### config.mk
export PLATFORM = sky130hd
export DESIGN_NAME = pattern_irq_ctrl
export DESIGN_NICKNAME = d
export VERILOG_FILES = /design/src/rtl/pattern_irq_ctrl_pkg.sv /design/src/rtl/pattern_irq_regs.sv /design/src/rtl/pattern_irq_ctrl.sv
export SDC_FILE = /design/constraint.sdc
export NUM_CORES = 1
export LEC_CHECK = 0
export CELL_PAD_IN_SITES_DETAIL_PLACEMENT = 1
export CELL_PAD_IN_SITES_GLOBAL_PLACEMENT = 2
export CORE_MARGIN = 1
export CORE_UTILIZATION = 36
export CTS_BUF_LIST = sky130_fd_sc_hd__clkbuf_8
export CTS_CLUSTER_DIAMETER = 120
export DETAILED_ROUTE_END_ITERATION = 16
export GPL_ROUTABILITY_DRIVEN = 1
export PLACE_DENSITY_LB_ADDON = 0.1
export SLEW_MARGIN = 20
export SYNTH_ARGS = -nofsm -noshare
export SYNTH_HDL_FRONTEND = slang
export SYNTH_SLANG_ARGS = --single-unit
### constraint.sdc
create_clock -name clk -period 3.9 [get_ports clk]
set_input_delay 0.585 -clock clk [delete_from_list [all_inputs] [get_ports clk]]
set_output_delay 0.585 -clock clk [all_outputs]
set_load 0.05 [all_outputs]
### src/rtl/pattern_irq_ctrl_pkg.sv
// Shared definitions for the pattern-match interrupt controller: register map,
// bit positions and FSM state encoding.
package pattern_irq_ctrl_pkg;

  localparam logic [1:0] REG_PATTERN = 2'd0;
  localparam logic [1:0] REG_CTRL    = 2'd1;
  localparam logic [1:0] REG_STATUS  = 2'd2;
  localparam logic [1:0] REG_FLAGS   = 2'd3;
  localparam logic [1:0] REG_MASK    = 2'd3;

  localparam int unsigned CTRL_ENABLE   = 0;
  localparam int unsigned CTRL_ONESHOT  = 1;
  localparam int unsigned FLAGS_OVERRUN = 0;
  localparam int unsigned FLAGS_PENDING = 1;
  localparam int unsigned ALIAS_OVERRUN = 7;
  localparam int unsigned ALIAS_PENDING = 6;

  localparam logic [1:0] ST_DISABLED = 2'b00;
  localparam logic [1:0] ST_ARMED    = 2'b01;
  localparam logic [1:0] ST_PENDING  = 2'b10;

  function automatic logic [7:0] sat_inc8(input logic [7:0] v);
    return (v == '1) ? v : v + 8'd1;
  endfunction

endpackage

### src/rtl/pattern_irq_regs.sv
// Register window decode, storage for PATTERN/CTRL (and MASK), registered read mux.
// Build option MATCH_MASK_EN: base+3 becomes MASK, flags alias into CTRL[7:6].
module pattern_irq_regs
  import pattern_irq_ctrl_pkg::*;
#(
  parameter logic [7:0] PORT_BASE = 8'h00
) (
  input  logic       clk,
  input  logic       reset,
  input  logic [7:0] port_id,
  input  logic [7:0] out_port,
  input  logic       write_strobe,
  input  logic       read_strobe,
  input  logic [7:0] match_count,
  input  logic       overrun,
  input  logic       pending,
  input  logic       enable_clr,
  output logic [7:0] pattern,
`ifdef MATCH_MASK_EN
  output logic [7:0] mask,
`endif
  output logic       enable,
  output logic       oneshot,
  output logic       ctrl_wr,
  output logic       status_wr,
  output logic       flags_rd,
  output logic [7:0] in_port
);

  logic [7:0] offset;
  logic       hit;
  logic [1:0] reg_sel;
  logic [7:0] ctrl_val;
  logic [7:0] rd_data;

  // Offset arithmetic wraps mod 256, so windows straddling 8'hFF still decode.
  assign offset  = port_id - PORT_BASE;
  assign hit     = (offset[7:2] == '0);
  assign reg_sel = offset[1:0];

  assign ctrl_wr   = write_strobe && hit && (reg_sel == REG_CTRL);
  assign status_wr = write_strobe && hit && (reg_sel == REG_STATUS);
`ifdef MATCH_MASK_EN
  assign flags_rd  = read_strobe && hit && (reg_sel == REG_CTRL);
`else
  assign flags_rd  = read_strobe && hit && (reg_sel == REG_FLAGS);
`endif

  always_ff @(posedge clk or posedge reset) begin
    if (reset) begin
      pattern <= '0;
      enable  <= 1'b0;
      oneshot <= 1'b0;
`ifdef MATCH_MASK_EN
      mask    <= '1;
`endif
    end else begin
      if (write_strobe && hit && (reg_sel == REG_PATTERN))
        pattern <= out_port;
`ifdef MATCH_MASK_EN
      if (write_strobe && hit && (reg_sel == REG_MASK))
        mask <= out_port;
`endif
      if (ctrl_wr) begin
        enable  <= out_port[CTRL_ENABLE];
        oneshot <= out_port[CTRL_ONESHOT];
      end
      if (enable_clr)
        enable <= 1'b0;
    end
  end

  always_comb begin
    ctrl_val               = '0;
    ctrl_val[CTRL_ENABLE]  = enable;
    ctrl_val[CTRL_ONESHOT] = oneshot;
`ifdef MATCH_MASK_EN
    ctrl_val[ALIAS_OVERRUN] = overrun;
    ctrl_val[ALIAS_PENDING] = pending;
`endif
    rd_data = '0;
    if (hit) begin
      case (reg_sel)
        REG_PATTERN: rd_data = pattern;
        REG_CTRL:    rd_data = ctrl_val;
        REG_STATUS:  rd_data = match_count;
        default: begin
`ifdef MATCH_MASK_EN
          rd_data = mask;
`else
          rd_data[FLAGS_OVERRUN] = overrun;
          rd_data[FLAGS_PENDING] = pending;
`endif
        end
      endcase
    end
  end

  always_ff @(posedge clk or posedge reset) begin
    if (reset) in_port <= '0;
    else       in_port <= rd_data;
  end

endmodule

### src/rtl/pattern_irq_ctrl.sv
// Pattern-match interrupt controller: FSM, match counter and overrun flag.
// Build option MATCH_MASK_EN enables masked matching (see pattern_irq_regs).
module pattern_irq_ctrl
  import pattern_irq_ctrl_pkg::*;
#(
  parameter logic [7:0] PORT_BASE = 8'h00
) (
  input  logic       clk,
  input  logic       reset,
  input  logic [7:0] port_id,
  input  logic [7:0] out_port,
  input  logic       write_strobe,
  input  logic       read_strobe,
  output logic [7:0] in_port,
  input  logic [7:0] data_in,
  input  logic       data_valid,
  output logic       interrupt,
  input  logic       interrupt_ack
);

  logic [1:0] state, state_next;
  logic [7:0] pattern;
`ifdef MATCH_MASK_EN
  logic [7:0] mask;
`endif
  logic       enable, oneshot;
  logic       ctrl_wr, status_wr, flags_rd;
  logic [7:0] match_count;
  logic       overrun;
  logic       match;
  logic       oneshot_clr;

  pattern_irq_regs #(.PORT_BASE(PORT_BASE)) u_regs (
    .clk         (clk),
    .reset       (reset),
    .port_id     (port_id),
    .out_port    (out_port),
    .write_strobe(write_strobe),
    .read_strobe (read_strobe),
    .match_count (match_count),
    .overrun     (overrun),
    .pending     (state == ST_PENDING),
    .enable_clr  (oneshot_clr),
    .pattern     (pattern),
`ifdef MATCH_MASK_EN
    .mask        (mask),
`endif
    .enable      (enable),
    .oneshot     (oneshot),
    .ctrl_wr     (ctrl_wr),
    .status_wr   (status_wr),
    .flags_rd    (flags_rd),
    .in_port     (in_port)
  );

  // Compares against the stored PATTERN, i.e. the pre-write value on a same-cycle write.
`ifdef MATCH_MASK_EN
  assign match = data_valid && (((data_in ^ pattern) & mask) == '0);
`else
  assign match = data_valid && (data_in == pattern);
`endif

  assign oneshot_clr = (state == ST_PENDING) && interrupt_ack && oneshot;

  always_comb begin
    state_next = state;
    case (state)
      ST_DISABLED: if (ctrl_wr && out_port[CTRL_ENABLE]) state_next = ST_ARMED;
      ST_ARMED:    if (match) state_next = ST_PENDING;
      ST_PENDING:  if (interrupt_ack) state_next = oneshot ? ST_DISABLED : ST_ARMED;
      default:     state_next = ST_DISABLED;
    endcase
    if (ctrl_wr && !out_port[CTRL_ENABLE])
      state_next = ST_DISABLED;
  end

  always_ff @(posedge clk or posedge reset) begin
    if (reset) begin
      state       <= ST_DISABLED;
      interrupt   <= 1'b0;
      match_count <= '0;
      overrun     <= 1'b0;
    end else begin
      state     <= state_next;
      interrupt <= (state_next == ST_PENDING);
      if (status_wr)
        match_count <= '0;
      else if (match && (state != ST_DISABLED))
        match_count <= sat_inc8(match_count);
      // A new overrun wins over a same-cycle FLAGS read so the event is not lost.
      if (match && (state == ST_PENDING))
        overrun <= 1'b1;
      else if (flags_rd)
        overrun <= 1'b0;
    end
  end

endmodule

# After elaboration in Yosys (flattened, before gate mapping)
# Index checks and enable logic that the tools add are counted.
[classes] add_sub_neg=1 n_eq_ne=9 muxes=16 n_reduce_logical=22
[op_table] cell="$mux 8" n=4
[op_table] cell="$logic_and 1x1->1" n=13
[op_table] cell="$pmux 2 s3" n=2
[op_table] cell="$pmux 6 s2" n=1
[op_table] cell="$add 8x1->8 const B" n=1
[op_table] cell="$eq 2x2->1 const B" n=4
[op_table] cell="$eq 8x8->1" n=1
[op_table] cell="$eq 8x8->1 const B" n=1
[op_table] cell="$mux 2" n=4
[op_table] cell="$reduce_bool 2->1" n=4
[op_table] cell="$logic_not 6->1" n=1
[op_table] cell="$mux 1" n=5
[op_table] cell="$eq 2x1->1 const B" n=2
[op_table] cell="$logic_not 2->1" n=2
[op_table] cell="$ne 2x2->1 const B" n=1
[op_table] cell="$reduce_and 2->1" n=1
[op_table] cell="$logic_not 1->1" n=1
[totals] reg_bits=30 input_bits=30 output_inout_bits=9 word_cells=56

# Longest topological paths before layout
[depth] depth_word=8 ltp_mapped=5 mapped_depth_nobuf=5

# Cells and area by module
# A second synthesis with hierarchy kept.
[unflattened] hier_cells=138 area_unflattened_um2=1557.7
[by_module_without_submodules] module="pattern_irq_regs" instances=1 cells_per_inst=60 area_per_inst_um2=818.3 seq_area_each_um2=450.4
[by_module_without_submodules] module="pattern_irq_ctrl" instances=1 cells_per_inst=78 area_per_inst_um2=739.5 seq_area_each_um2=300.3

# Worst setup path before layout
# OpenSTA, ideal clock, no wires.
[synth_timing] path_kind="input -> register" from="input port_id[5]" to="register u_regs.pattern[0]" setup_ns=0.125 t_arrival_ns=1.737 t_required_ns=3.775 path_slack_ns=2.038 stages=5 n_path_buf=1 cell_sequence="nor4_4 > nand3b_2 > nor2b_1 > buf_4 > mux2_2"
[synth_between] elab_chain_cells=3
[synth_rtl] item="start, declared" line_no="pattern_irq_ctrl.sv:10" rtl="input logic [7:0] port_id,"
[synth_rtl] item="$logic_not 6->1" line_no="pattern_irq_regs.sv:38" rtl="assign hit = (offset[7:2] == '0);"
[synth_rtl] item="$logic_and 1x1->1 (2 in series)" line_no="pattern_irq_regs.sv:58" rtl="if (write_strobe && hit && (reg_sel == REG_PATTERN))"
[synth_rtl] item="end signal, assigned" line_no="pattern_irq_regs.sv:59" rtl="pattern <= out_port;"
[synth_rtl] item="end, declared" line_no="pattern_irq_regs.sv:18" rtl="output logic [7:0] pattern,"
# No other way between the ends.
# A chain may end at the register's enable or synchronous reset.

# Worst setup path after layout
[layout_timing] from="input port_id[5]" to="register u_regs.pattern[3]"
# Same word-level chain as after synthesis.

==> impl_metrics.env <==
export IMPL_leakage_nw=0.958
export IMPL_final_cell_mix="38 x clkdlybuf4s50_1, 30 x dfrtp_1, 14 x mux2i_1"
export IMPL_arrival_ps=2750
export IMPL_max_clock_path_buffers=2
export IMPL_vias_per_cell=5.37
export IMPL_cts_tree="done"
export IMPL_ctsHoldBuffers=0
export IMPL_num_vias=1277
export IMPL_areaGrowthSynthToFinish_pct=30.8
export IMPL_tns_ps=0
export IMPL_path_max_fanout=8
export IMPL_finalHoldViolations=0
export IMPL_synth_distinct_cells=41
export IMPL_clk_pin_slew_ps=70
export IMPL_cp_end_kind="flop"
export IMPL_synth_yosys_warnings=0
export IMPL_die_area_um2=4920
export IMPL_port_buffers=38
export IMPL_ys_ff_latch=30
export IMPL_cts_buffers=5
export IMPL_r2r_cells=5
export IMPL_grt_pass1_vias=1455
export IMPL_startpoint_type="primary input"
export IMPL_grt_total_usage=0.186
export IMPL_grt_max_degree=31
export IMPL_drt_iter0_drc=35
export IMPL_antenna_found_initial=0
export IMPL_start_util=0.379
export IMPL_clkLatencyLatePin_ps=280
export IMPL_peakVddDrop_uv=217
export IMPL_h_tree_depth=2
export IMPL_period_needed_ps=2590
export IMPL_grt_overflow=0
export IMPL_maxCapViolCount=0
export IMPL_routed_wl_um=4100
export IMPL_synth_edf_count=0
export IMPL_layout_cells_non_filler=238
export IMPL_drive_gt1_frac=0.177
export IMPL_finalWorstSetupSlack_ps=1310
export IMPL_clockRootBuffer="clkbuf_8"
export IMPL_worst_slew_pin_transition_ps=697
export IMPL_cts_setup_buffers=0
export IMPL_syn_area_um2=1670
export IMPL_cts_resized_gates=0
export IMPL_syn_num_nets=174
export IMPL_worstPathRequired_ps=4060
export IMPL_row_count=24
export IMPL_hp_class="reg -> reg"
export IMPL_core_um2=4410
export IMPL_path_class="in -> reg"
export IMPL_maxSlewHeadroom=0.534
export IMPL_clock_sinks=30
export IMPL_grt_setup_unrepaired="false"
export IMPL_dp_hpwl_um=3100
export IMPL_rrSetupSlack_ps=2100
export IMPL_drt_pass1_iterations=4
export IMPL_ant_nets=0
export IMPL_fin_skew_ps=7.16
export IMPL_wl_per_cell_um=17.2
export IMPL_worstReg2RegEnd="match_count[0]"
export IMPL_postSynth_topFlopCell="dfrtp_1"
export IMPL_async_flop_share=1.00
export IMPL_gp_congestion=0.723
export IMPL_fmax_ghz=0.386
export IMPL_pin_count=39
export IMPL_syn_inst=143
export IMPL_crit_path_end="u_regs.pattern[3]"
export IMPL_antenna_cells=0
export IMPL_grt_pass1_wl_um=7040
export IMPL_p_per_area_nw_per_um2=304
export IMPL_final_common_cell="clkdlybuf4s50_1"
export IMPL_seq_area_frac_synth=0.449
export IMPL_status="finished clean"
export IMPL_slew_viol_final=0
export IMPL_die_h_um=70.1
export IMPL_die_x_um=70.1
export IMPL_pre_cts_slack_ps=1010
export IMPL_nNetsFinal=217
export IMPL_avgSynthCellArea_um2=11.7
export IMPL_drc=0
export IMPL_setup_viol=0
export IMPL_min_period_over_period=0.664
export IMPL_dp_cells=231
export IMPL_timing_rr_start="match_count[0]"
export IMPL_worstSetupStartpoint="port_id[5]"
[state kept, by name, indices dropped and copies added, names as in the netlist]
| signal | flops |
|---|---|
| state | 2 |
| u_regs.enable | 1 |
| interrupt | 1 |
| u_regs.oneshot | 1 |
| u_regs.pattern | 8 |
| overrun | 1 |
| match_count | 8 |
| u_regs.in_port | 8 |
[per-stage QoR]
step           cell area, µm²   util  hold WS (ps)  power [mW]
2_1_floorplan            1670      -           461       0.387
3_3_place_gp             2110  0.477           503       0.435
3_5_place_dp             2110  0.477           516       0.438
4_1_cts                  2190  0.495           528       0.678
5_1_grt                  2190  0.495           559       0.699
6_report                 2190  0.495           523       0.665
[worst max-delay path, stage by stage]
cell             delay (ps)
clkdlybuf4s50_1         450
nor4_4                  460
nand3b_2                220
nor2b_1                 610
mux2_2                  420
[final cells by class]
class                           instances  area [µm²]
Inverter                                3        11.3
Clock buffer                            5        68.8
Timing Repair Buffer                   39         388
Multi-Input combinational cell        107         892
Clock inverter                          2        10.0
Sequential cell                        30         751
Fill cell                             480        2230
Tap cell                               52        65.1
[synth_stat cells (all sizes together), types with 3 or more instances]
cell    count  share of area
dfrtp      30           0.45
mux2i      14          0.084
nand2      12          0.027
mux2        9          0.061
nor4        9          0.046
nor2        8          0.018
xnor2       8          0.069
nand2b      7          0.026
nand3       6          0.021
nand4       5          0.031
and3        4          0.015
buf         3          0.010
inv         3         0.0067
nor2b       3          0.011
[logic make-up after synthesis]
logic type,share of synthesized area
xor gates and xnor gates,0.0689
and+or+nand+nor,0.254
muxes,0.171
buffers and inverters,0.0172
adders and majority gates,0.00748
DFF,0.449
AOI/OAI and AO/OA,0.0322
[layer usage]
| layer | GRT usage | vias to the layer above | wire, µm |
|---|---|---|---|
| met3 | 0.0505 | 5 | 164 |
| met5 | 0 | - | 0 |
| met4 | 0.0533 | 0 | 37 |
| met1 | 0.207 | 633 | 1710 |
| li1 | - | 606 | - |
| met2 | 0.345 | 33 | 2190 |
[how the worst min path moves through the flow]
stage | cells after the start | end | startpoint
final | 1 | u_regs.enable | u_regs.oneshot
after CTS | 1 | u_regs.enable | u_regs.oneshot
after global routing | 2 | overrun | overrun
after floorplan | 1 | u_regs.enable | u_regs.oneshot
after detailed placement | 1 | u_regs.enable | u_regs.oneshot
after global placement | 2 | overrun | overrun
[power breakdown]
part / leakage [nW] / switching, mW / internal (mW)
clock: 0.0438 / 0.115 / 0.119
sequential: 0.413 / 0.0108 / 0.320
combinational: 0.501 / 0.0454 / 0.0545
(Power assumes the default switching activity.)
